--- src/rtl/mem_arb_pkg.sv ---
// Shared types and defaults for the fetch / load-store RAM arbiter.
package mem_arb_pkg;

    typedef enum logic [1:0] {
        OWN_NONE = 2'd0,
        OWN_IF   = 2'd1,
        OWN_LS   = 2'd2
    } owner_t;

    localparam int ADDR_W_DEF = 32;
    localparam int DATA_W_DEF = 32;

endpackage

--- src/rtl/mem_arb_pick.sv ---
// Pure grant decision between fetch and load/store requesters.
// MEM_ARB_RR_EN selects round-robin; otherwise fixed LS priority with a fetch starvation guard.
module mem_arb_pick
    import mem_arb_pkg::*;
`ifdef MEM_ARB_RR_EN
(
    input  logic   if_req_i,
    input  logic   ls_req_i,
    input  owner_t last_winner_i,
    output logic   gnt_if_o,
    output logic   gnt_ls_o
);
`else
#(
    parameter int STARVE_LIMIT = 4,
    parameter int CNT_W        = $clog2(STARVE_LIMIT + 1)
) (
    input  logic             if_req_i,
    input  logic             ls_req_i,
    input  logic [CNT_W-1:0] starve_cnt_i,
    output logic             gnt_if_o,
    output logic             gnt_ls_o
);
`endif

    always_comb begin
        gnt_if_o = 1'b0;
        gnt_ls_o = 1'b0;
        if (if_req_i && ls_req_i) begin
`ifdef MEM_ARB_RR_EN
            // Whoever did not win last time takes this contested cycle.
            if (last_winner_i == OWN_IF) begin
                gnt_ls_o = 1'b1;
            end else begin
                gnt_if_o = 1'b1;
            end
`else
            if (starve_cnt_i == CNT_W'(STARVE_LIMIT)) begin
                gnt_if_o = 1'b1;
            end else begin
                gnt_ls_o = 1'b1;
            end
`endif
        end else begin
            gnt_if_o = if_req_i;
            gnt_ls_o = ls_req_i;
        end
    end

endmodule

--- src/rtl/mem_arbiter.sv ---
// Single-port RAM arbiter between fetch (read-only) and load/store, with one-cycle read return routing.
// Optional macro MEM_ARB_RR_EN: round-robin arbitration instead of fixed LS priority with starvation guard.
module mem_arbiter
    import mem_arb_pkg::*;
#(
    parameter int ADDR_W       = ADDR_W_DEF,
    parameter int DATA_W       = DATA_W_DEF,
    parameter int STARVE_LIMIT = 4
) (
    input  logic              clk,
    input  logic              reset,
    input  logic              if_req_i,
    input  logic [ADDR_W-1:0] if_addr_i,
    output logic              if_gnt_o,
    output logic              if_rvalid_o,
    output logic [DATA_W-1:0] if_rdata_o,
    input  logic              ls_req_i,
    input  logic              ls_we_i,
    input  logic [ADDR_W-1:0] ls_addr_i,
    input  logic [DATA_W-1:0] ls_wdata_i,
    output logic              ls_gnt_o,
    output logic              ls_rvalid_o,
    output logic [DATA_W-1:0] ls_rdata_o,
    output logic              we_o,
    output logic [ADDR_W-1:0] addr_o,
    output logic [DATA_W-1:0] data_o,
    input  logic [DATA_W-1:0] data_i
);

    logic   if_req;
    logic   ls_req;
    logic   gnt_if;
    logic   gnt_ls;
    owner_t rsp_owner_q;
    owner_t rsp_owner_d;

    // Masking requests during reset keeps every grant and RAM pin at zero.
    assign if_req = if_req_i & ~reset;
    assign ls_req = ls_req_i & ~reset;

`ifdef MEM_ARB_RR_EN
    owner_t last_winner_q;
    owner_t last_winner_d;

    mem_arb_pick u_pick (
        .if_req_i      (if_req),
        .ls_req_i      (ls_req),
        .last_winner_i (last_winner_q),
        .gnt_if_o      (gnt_if),
        .gnt_ls_o      (gnt_ls)
    );

    always_comb begin
        last_winner_d = last_winner_q;
        if (gnt_if) begin
            last_winner_d = OWN_IF;
        end else if (gnt_ls) begin
            last_winner_d = OWN_LS;
        end
    end

    always_ff @(posedge clk) begin
        if (reset) begin
            last_winner_q <= OWN_LS;
        end else begin
            last_winner_q <= last_winner_d;
        end
    end
`else
    localparam int CNT_W = $clog2(STARVE_LIMIT + 1);

    logic [CNT_W-1:0] starve_cnt_q;
    logic [CNT_W-1:0] starve_cnt_d;

    mem_arb_pick #(
        .STARVE_LIMIT (STARVE_LIMIT),
        .CNT_W        (CNT_W)
    ) u_pick (
        .if_req_i     (if_req),
        .ls_req_i     (ls_req),
        .starve_cnt_i (starve_cnt_q),
        .gnt_if_o     (gnt_if),
        .gnt_ls_o     (gnt_ls)
    );

    always_comb begin
        starve_cnt_d = starve_cnt_q;
        if (gnt_if) begin
            starve_cnt_d = '0;
        end else if (if_req && (starve_cnt_q != CNT_W'(STARVE_LIMIT))) begin
            starve_cnt_d = starve_cnt_q + CNT_W'(1);
        end
    end

    always_ff @(posedge clk) begin
        if (reset) begin
            starve_cnt_q <= '0;
        end else begin
            starve_cnt_q <= starve_cnt_d;
        end
    end
`endif

    always_comb begin
        rsp_owner_d = OWN_NONE;
        if (gnt_if) begin
            rsp_owner_d = OWN_IF;
        end else if (gnt_ls && !ls_we_i) begin
            rsp_owner_d = OWN_LS;
        end
    end

    always_ff @(posedge clk) begin
        if (reset) begin
            rsp_owner_q <= OWN_NONE;
        end else begin
            rsp_owner_q <= rsp_owner_d;
        end
    end

    assign if_gnt_o = gnt_if;
    assign ls_gnt_o = gnt_ls;
    assign we_o     = gnt_ls & ls_we_i;
    assign addr_o   = gnt_if ? if_addr_i : (gnt_ls ? ls_addr_i : '0);
    assign data_o   = (gnt_ls && ls_we_i) ? ls_wdata_i : '0;

    // Gating with reset drops a response whose owner was latched just before reset rose.
    assign if_rvalid_o = (rsp_owner_q == OWN_IF) & ~reset;
    assign ls_rvalid_o = (rsp_owner_q == OWN_LS) & ~reset;
    assign if_rdata_o  = if_rvalid_o ? data_i : '0;
    assign ls_rdata_o  = ls_rvalid_o ? data_i : '0;

endmodule

--- config.mk ---
export PLATFORM = sky130hd
export DESIGN_NAME = mem_arbiter
export DESIGN_NICKNAME = d
export VERILOG_FILES = /design/src/rtl/mem_arb_pkg.sv /design/src/rtl/mem_arb_pick.sv /design/src/rtl/mem_arbiter.sv
export SDC_FILE = /design/constraint.sdc
export NUM_CORES = 1
export LEC_CHECK = 0
export BUFFER_PORTS_ARGS = -buffer_cell sky130_fd_sc_hd__buf_4
export CORE_AREA = 2 2 103 105
export CTS_CLUSTER_DIAMETER = 200
export DETAILED_ROUTE_END_ITERATION = 16
export DIE_AREA = 0 0 105 107
export PLACE_DENSITY = 0.59
export SETUP_SLACK_MARGIN = 0.05
export SLEW_MARGIN = 20
export SYNTH_ARGS = -nofsm -noshare
export SYNTH_HDL_FRONTEND = slang
export SYNTH_SLANG_ARGS = --single-unit
--- constraint.sdc ---
create_clock -name clk -period 1.7 [get_ports clk]
set_input_delay 0.17 -clock clk [delete_from_list [all_inputs] [get_ports clk]]
set_output_delay 0.17 -clock clk [all_outputs]
set_load 0.1 [all_outputs]
Yosys cells after proc, flatten, opt, wreduce, memory -nomap -nowiden

Cells that the tools add are included.

Register bits after elaboration: 5
Latch bits: 0
Bits in writable memories: 0
Bits in read-only memories: 0
Input port bits: 133
Output and inout port bits: 133
Word-level logic and storage cells: 31
Memories kept: 0

Add/sub/neg operators: 1
Multiply operators: 0
Div/mod/pow operators: 0
$lt $le $gt $ge: 0
Eq/ne operators: 4
Shift-type cells: 0
Mux-type cells: 11
Bitwise logic cells: 6
Reduce and logical (&&, ||, !) cells: 6

Operator list:

| operator                                                              | count |
|---|---|
| 32-bit two-way mux                                                    | 5 |
| 1-bit AND                                                             | 5 |
| 1-bit two-way mux                                                     | 5 |
| 1-bit logical AND                                                     | 4 |
| 3-bit by 1-bit adder with 3-bit output, second input constant         | 1 |
| 3-bit equality test, second input constant                            | 1 |
| 3-bit inequality test, second input constant                          | 1 |
| 2-bit by 1-bit equality test with 1-bit output, second input constant | 1 |
| 2-bit equality test, second input constant                            | 1 |
| 2-bit two-way mux                                                     | 1 |
| 2-bit OR reduction                                                    | 1 |
| 1-bit zero test                                                       | 1 |
| 1-bit inverter                                                        | 1 |

Longest topological paths before layout

Word-level depth: 7
Mapped depth: 6
Gate-level depth less buffers: 5

Hierarchy

A second synthesis with hierarchy kept.

Cell total of the unflattened synthesis: 182
Area, all modules: 1296.2 um^2

Modules (own cells, without submodules):

| module       | times used | cells an instance | area an instance (um^2) |
|---|---|---|---|
| mem_arbiter  | 1          | 178               | 1263.7 |
| mem_arb_pick | 1          | 4                 | 32.5 |

Worst setup path after synthesis

Ideal clock, no wire load.

Path kind: register -> output
Start point: register rsp_owner_q[0]
End point: output if_rdata_o[22]
Arrival time: 2.438 ns
Data required time: 1.530 ns
Path slack: -0.908 ns
Stages on the path, launching flop included: 4
Path buffers: 1
Cell sequence: dfxtp_1 -> nor3b_2 -> clkbuf_1 -> and2_1

Longest elaborated chain between the ends: 3

Ends and longest elaborated chain:

| what                                           | RTL line           | text |
|---|---|---|
| start, declared                                | mem_arbiter.sv:34  | `owner_t rsp_owner_q;` |
| start signal, assigned                         | mem_arbiter.sv:117 | `rsp_owner_q <= rsp_owner_d;` |
| 2-bit by 1-bit equality test with 1-bit output | mem_arbiter.sv:128 | `assign if_rvalid_o = (rsp_owner_q == OWN_IF) & ~reset;` |
| 1-bit AND                                      | mem_arbiter.sv:128 |  |
| net if_rvalid_o                                | mem_arbiter.sv:15  | `output logic if_rvalid_o,` |
| 32-bit two-way mux                             | mem_arbiter.sv:130 | `assign if_rdata_o = if_rvalid_o ? data_i : '0;` |
| end, declared                                  | mem_arbiter.sv:16  | `output logic [DATA_W-1:0] if_rdata_o,` |

The timed path passes the listed nets, and every way through them passes these cells.

Final worst setup path

Start point: register starve_cnt_q[0]
End point: output data_o[6]

Longest elaborated chain between the ends: 5

Ends and longest elaborated chain:

| what                   | RTL line           | text |
|---|---|---|
| start, declared        | mem_arbiter.sv:72  | `logic [CNT_W-1:0] starve_cnt_q;` |
| start signal, assigned | mem_arbiter.sv:99  | `starve_cnt_q <= starve_cnt_d;` |
| 3-bit equality test    | mem_arb_pick.sv:38 | `if (starve_cnt_i == CNT_W'(STARVE_LIMIT)) begin` |
| 1-bit two-way mux      | mem_arb_pick.sv:38 |  |
| 1-bit two-way mux      | mem_arb_pick.sv:29 | `if (if_req_i && ls_req_i) begin` |
| 1-bit logical AND      | mem_arbiter.sv:125 | `assign data_o = (gnt_ls && ls_we_i) ? ls_wdata_i : '0;` |
| 32-bit two-way mux     | mem_arbiter.sv:125 |  |
| end, declared          | mem_arbiter.sv:26  | `output logic [DATA_W-1:0] data_o,` |

No other way between the ends.

==> results.yml <==
placed_design:
  portBuffers: 265
  post_dp_cell_area_sq_mm: 0.00402
  placed_cells: 573
  gp_congestion: 0.818
  hpwlAfterDp_mm: 6.42
grt:
  grt_use_total_pct: 13.7
  grt_pass1_vias: 2469
  overflow: 0
  grt_max_degree: 35
  antenna_found_initial: 0
  grt_pass1_wl_mm: 12.5
logic_synthesis:
  synth_top_family_by_area: "simple AND/OR/NAND/NOR gates"
  synth.area.mux_share_pct: 0
  yosys_most_used_dff: "dfxtp_1"
  syn_area_per_cell_sq_um: 7.31
  yosysSeqAreaShare_pct: 7.74
  synth_cells: 177
  synth_most_common_cell: "and2_1"
  ys_async_sr_fraction_pct: 0
  netlist_top_cells_area: "and2_1, a22o_1, and3_1"
  synth_top_area_cell: "and2_1"
  synth_common_cells: "and2_1, a22o_1, and3_1"
  post_synth_xor_area_fraction_pct: 0
  synth-edff-count: 0
  synth_cell_type_count: 22
  synth_compound_area_share_pct: 26.1
  synthAdderAreaFrac_pct: 1.93
  synth-warning-count: 0
  ys_ff_latch: 5
  synthesis.area_sq_mm: 0.00129
  synth_top_area_share_pct: 31.4
  synth-simple-area-share_pct: 53.6
  syn_nets: 312
layout:
  area_growth_pct: 313
  drive_above_1_share_pct: 94.6
  fin_area_sq_mm: 0.00534
  nNetsFinal: 584
  final_cells: 584
  diodes: 0
  final.fill_count: 823
timing:
  relSlewSlack_pct: 76.4
  setup_viol: 67
  whs_ns: 0.264
  maxClockFrequency_mhz: 515
  rsz0062_at_grt: "true"
  worst_slack_ns: -0.241
  period_minus_slack_ns: 1.94
  period_share_pct: 114
  drv_slew: 0
  fin_skew_ns: 0.00411
  setup_tns_ns: -14.18
  finalHoldViolCount: 0
  worst_slew_pin_slew_ns: 0.355
route:
  drtIter0Drc: 70
  drtAntennaViolNets: 0
  viasPerCell: 4.27
  wl_mm: 9.03
  routedWlPerCell_um: 15.5
  dr.pass1.iters: 4
  drc_errors: 0
  via_count: 2492
floorplan:
  die-width_um: 105
  core_area_sq_mm: 0.0101
  ioPinCount: 266
  initial_core_util_pct: 12.8
  rows: 37
  die_h_um: 107
  dieArea_sq_mm: 0.0112
worst_setup_path:
  cp.arrival_ns: 1.77
  crit_path_max_fanout: 12
  path_class: "reg2out"
  r2r_cells: 6
  crit_family: "buffers and inverters"
  max_stage_delay_ns: 0.33
  path_buf_inv: 4
  r2r-end: "rsp_owner_q[1]$_SDFF_PP0_"
  crit_top_cell: "buf_12"
  crit_chain: "inv_2, ha_4, a311oi_4, buf_12, clkbuf_16, and3_4, buf_12"
  start_kind: "register"
  cp.depth: 7
  crit_slowest_cell: "dfxtp_2"
  cp.required_ns: 1.53
  worstReg2RegStart: "starve_cnt_q[0]$_SDFFE_PP0P_"
  end_kind: "output port"
  r2r_slack_ns: 0.35
min_path:
  hold-path-endpoint: "starve_cnt_q[0]$_SDFFE_PP0P_"
  holdCritStartpoint: "if_req_i"
  hold_depth: 3
  min-delay-path-class: "in2reg"
power_and_ir_drop:
  finalPower_mw: 2.00
  power_density_mw_per_mm2: 375
  p_leak_nw: 2.54
  vdd_drop_max_v: 0.000258
clock_tree:
  ctsLongestPathBuffers: 2
  insertion_delay_ns: 0.22
  cts_tree: "built"
  cts_buffers: 3
  htree_levels: 1
  clk_pin_slew_worst_paths_ns: 0.04
  cts_root_buffer: "clkbuf_8"
  clock_sinks: 5
  cts_hold_buffers: 0
status:
  status: "finished with violations"
  violations: "negative setup slack"
flow_run:
  maxCapViolCount: 0
==> per-layer routing <==
| layer | part of all wire (%) | vias to the layer above | global-route usage [%] |
|---|---|---|---|
| li1 | - | 1173 | - |
| met1 | 31 | 1155 | 13.2 |
| met2 | 58 | 156 | 27.9 |
| met3 | 10 | 8 | 4.86 |
| met4 | 0.79 | 0 | 2.19 |
| met5 | 0 | - | 0 |
==> flip-flops by register name, summed over array words and instances, names as in the netlist <==
signal / cells
starve_cnt_q: 3
rsp_owner_q: 2
==> repair_timing <==
action,4_1_cts,5_1_grt
endpoints found under the setup margin,68,131
gates resized for setup,200,82
buffers inserted,0,3
pin swaps,1,1
cloned,0,4
==> worst max-delay path by stage <==
stage	startpoint	end
6_report	starve_cnt_q[0]$_SDFFE_PP0P_	data_o[6]
5_1_grt	starve_cnt_q[1]$_SDFFE_PP0P_	addr_o[25]
4_1_cts	starve_cnt_q[0]$_SDFFE_PP0P_	data_o[5]
3_5_place_dp	starve_cnt_q[0]$_SDFFE_PP0P_	data_o[8]
3_3_place_gp	starve_cnt_q[0]$_SDFFE_PP0P_	data_o[5]
2_1_floorplan	starve_cnt_q[0]$_SDFFE_PP0P_	data_o[2]
==> cell families after synthesis <==
kind of cell | count (synthesis)
AND/OR/NAND/NOR | 108
AO/OA/AOI/OAI | 38
buffers and inverters | 24
flip-flops | 5
adder cells (fa/ha/maj) | 2
==> layout make-up <==
| cell class | instances | area [sq um] | area share [%] |
|---|---|---|---|
| clock buffers | 4 | 45.0 | 0.844 |
| inverters | 4 | 15.0 | 0.281 |
| multi-input cells | 148 | 1580 | 29.6 |
| flip-flops and latches | 5 | 104 | 1.95 |
| well taps | 136 | 170 | 3.19 |
| repair buffers | 287 | 3420 | 64.1 |
==> stage by stage <==
step | setup WS, ns | utilization, %
2_1_floorplan | -0.0431 | -
3_3_place_gp | -0.0870 | 39.8
3_5_place_dp | -0.113 | 39.8
4_1_cts | -0.261 | 48.5
5_1_grt | -0.307 | 52.9
6_report | -0.241 | 52.9
==> worst reg2reg max path, delay by kind of cell (launching register included) <==
family                   cells  cell delay [ns]
AO/OA/AOI/OAI                1             0.30
adder cells (fa/ha/maj)      1             0.16
buffers and inverters        3             0.38
flip-flops                   1             0.33
AND/OR/NAND/NOR              1             0.12
==> cells in the final DEF, fill, tap and decap left out, drive strengths merged <==
cell type and instances:
buf 283, and2 65, and3 32, a22o 32, clkbuf 8, dfxtp 5
inv 4, a21oi 3, nor3b 3, nand3 2, nand2 2, nor3 2
ha 2, a311oi 1, a21boi 1, nor2b 1, nand4b 1, o21ai 1
==> report_power, final <==
part           switching [mW]  total, mW  internal [mW]
Combinational           0.967       1.66          0.692
Sequential            0.00340      0.126          0.122
Clock                  0.0571      0.218          0.161
Total                    1.03       2.00          0.975
Note: power is estimated with default switching activity, not from simulation.
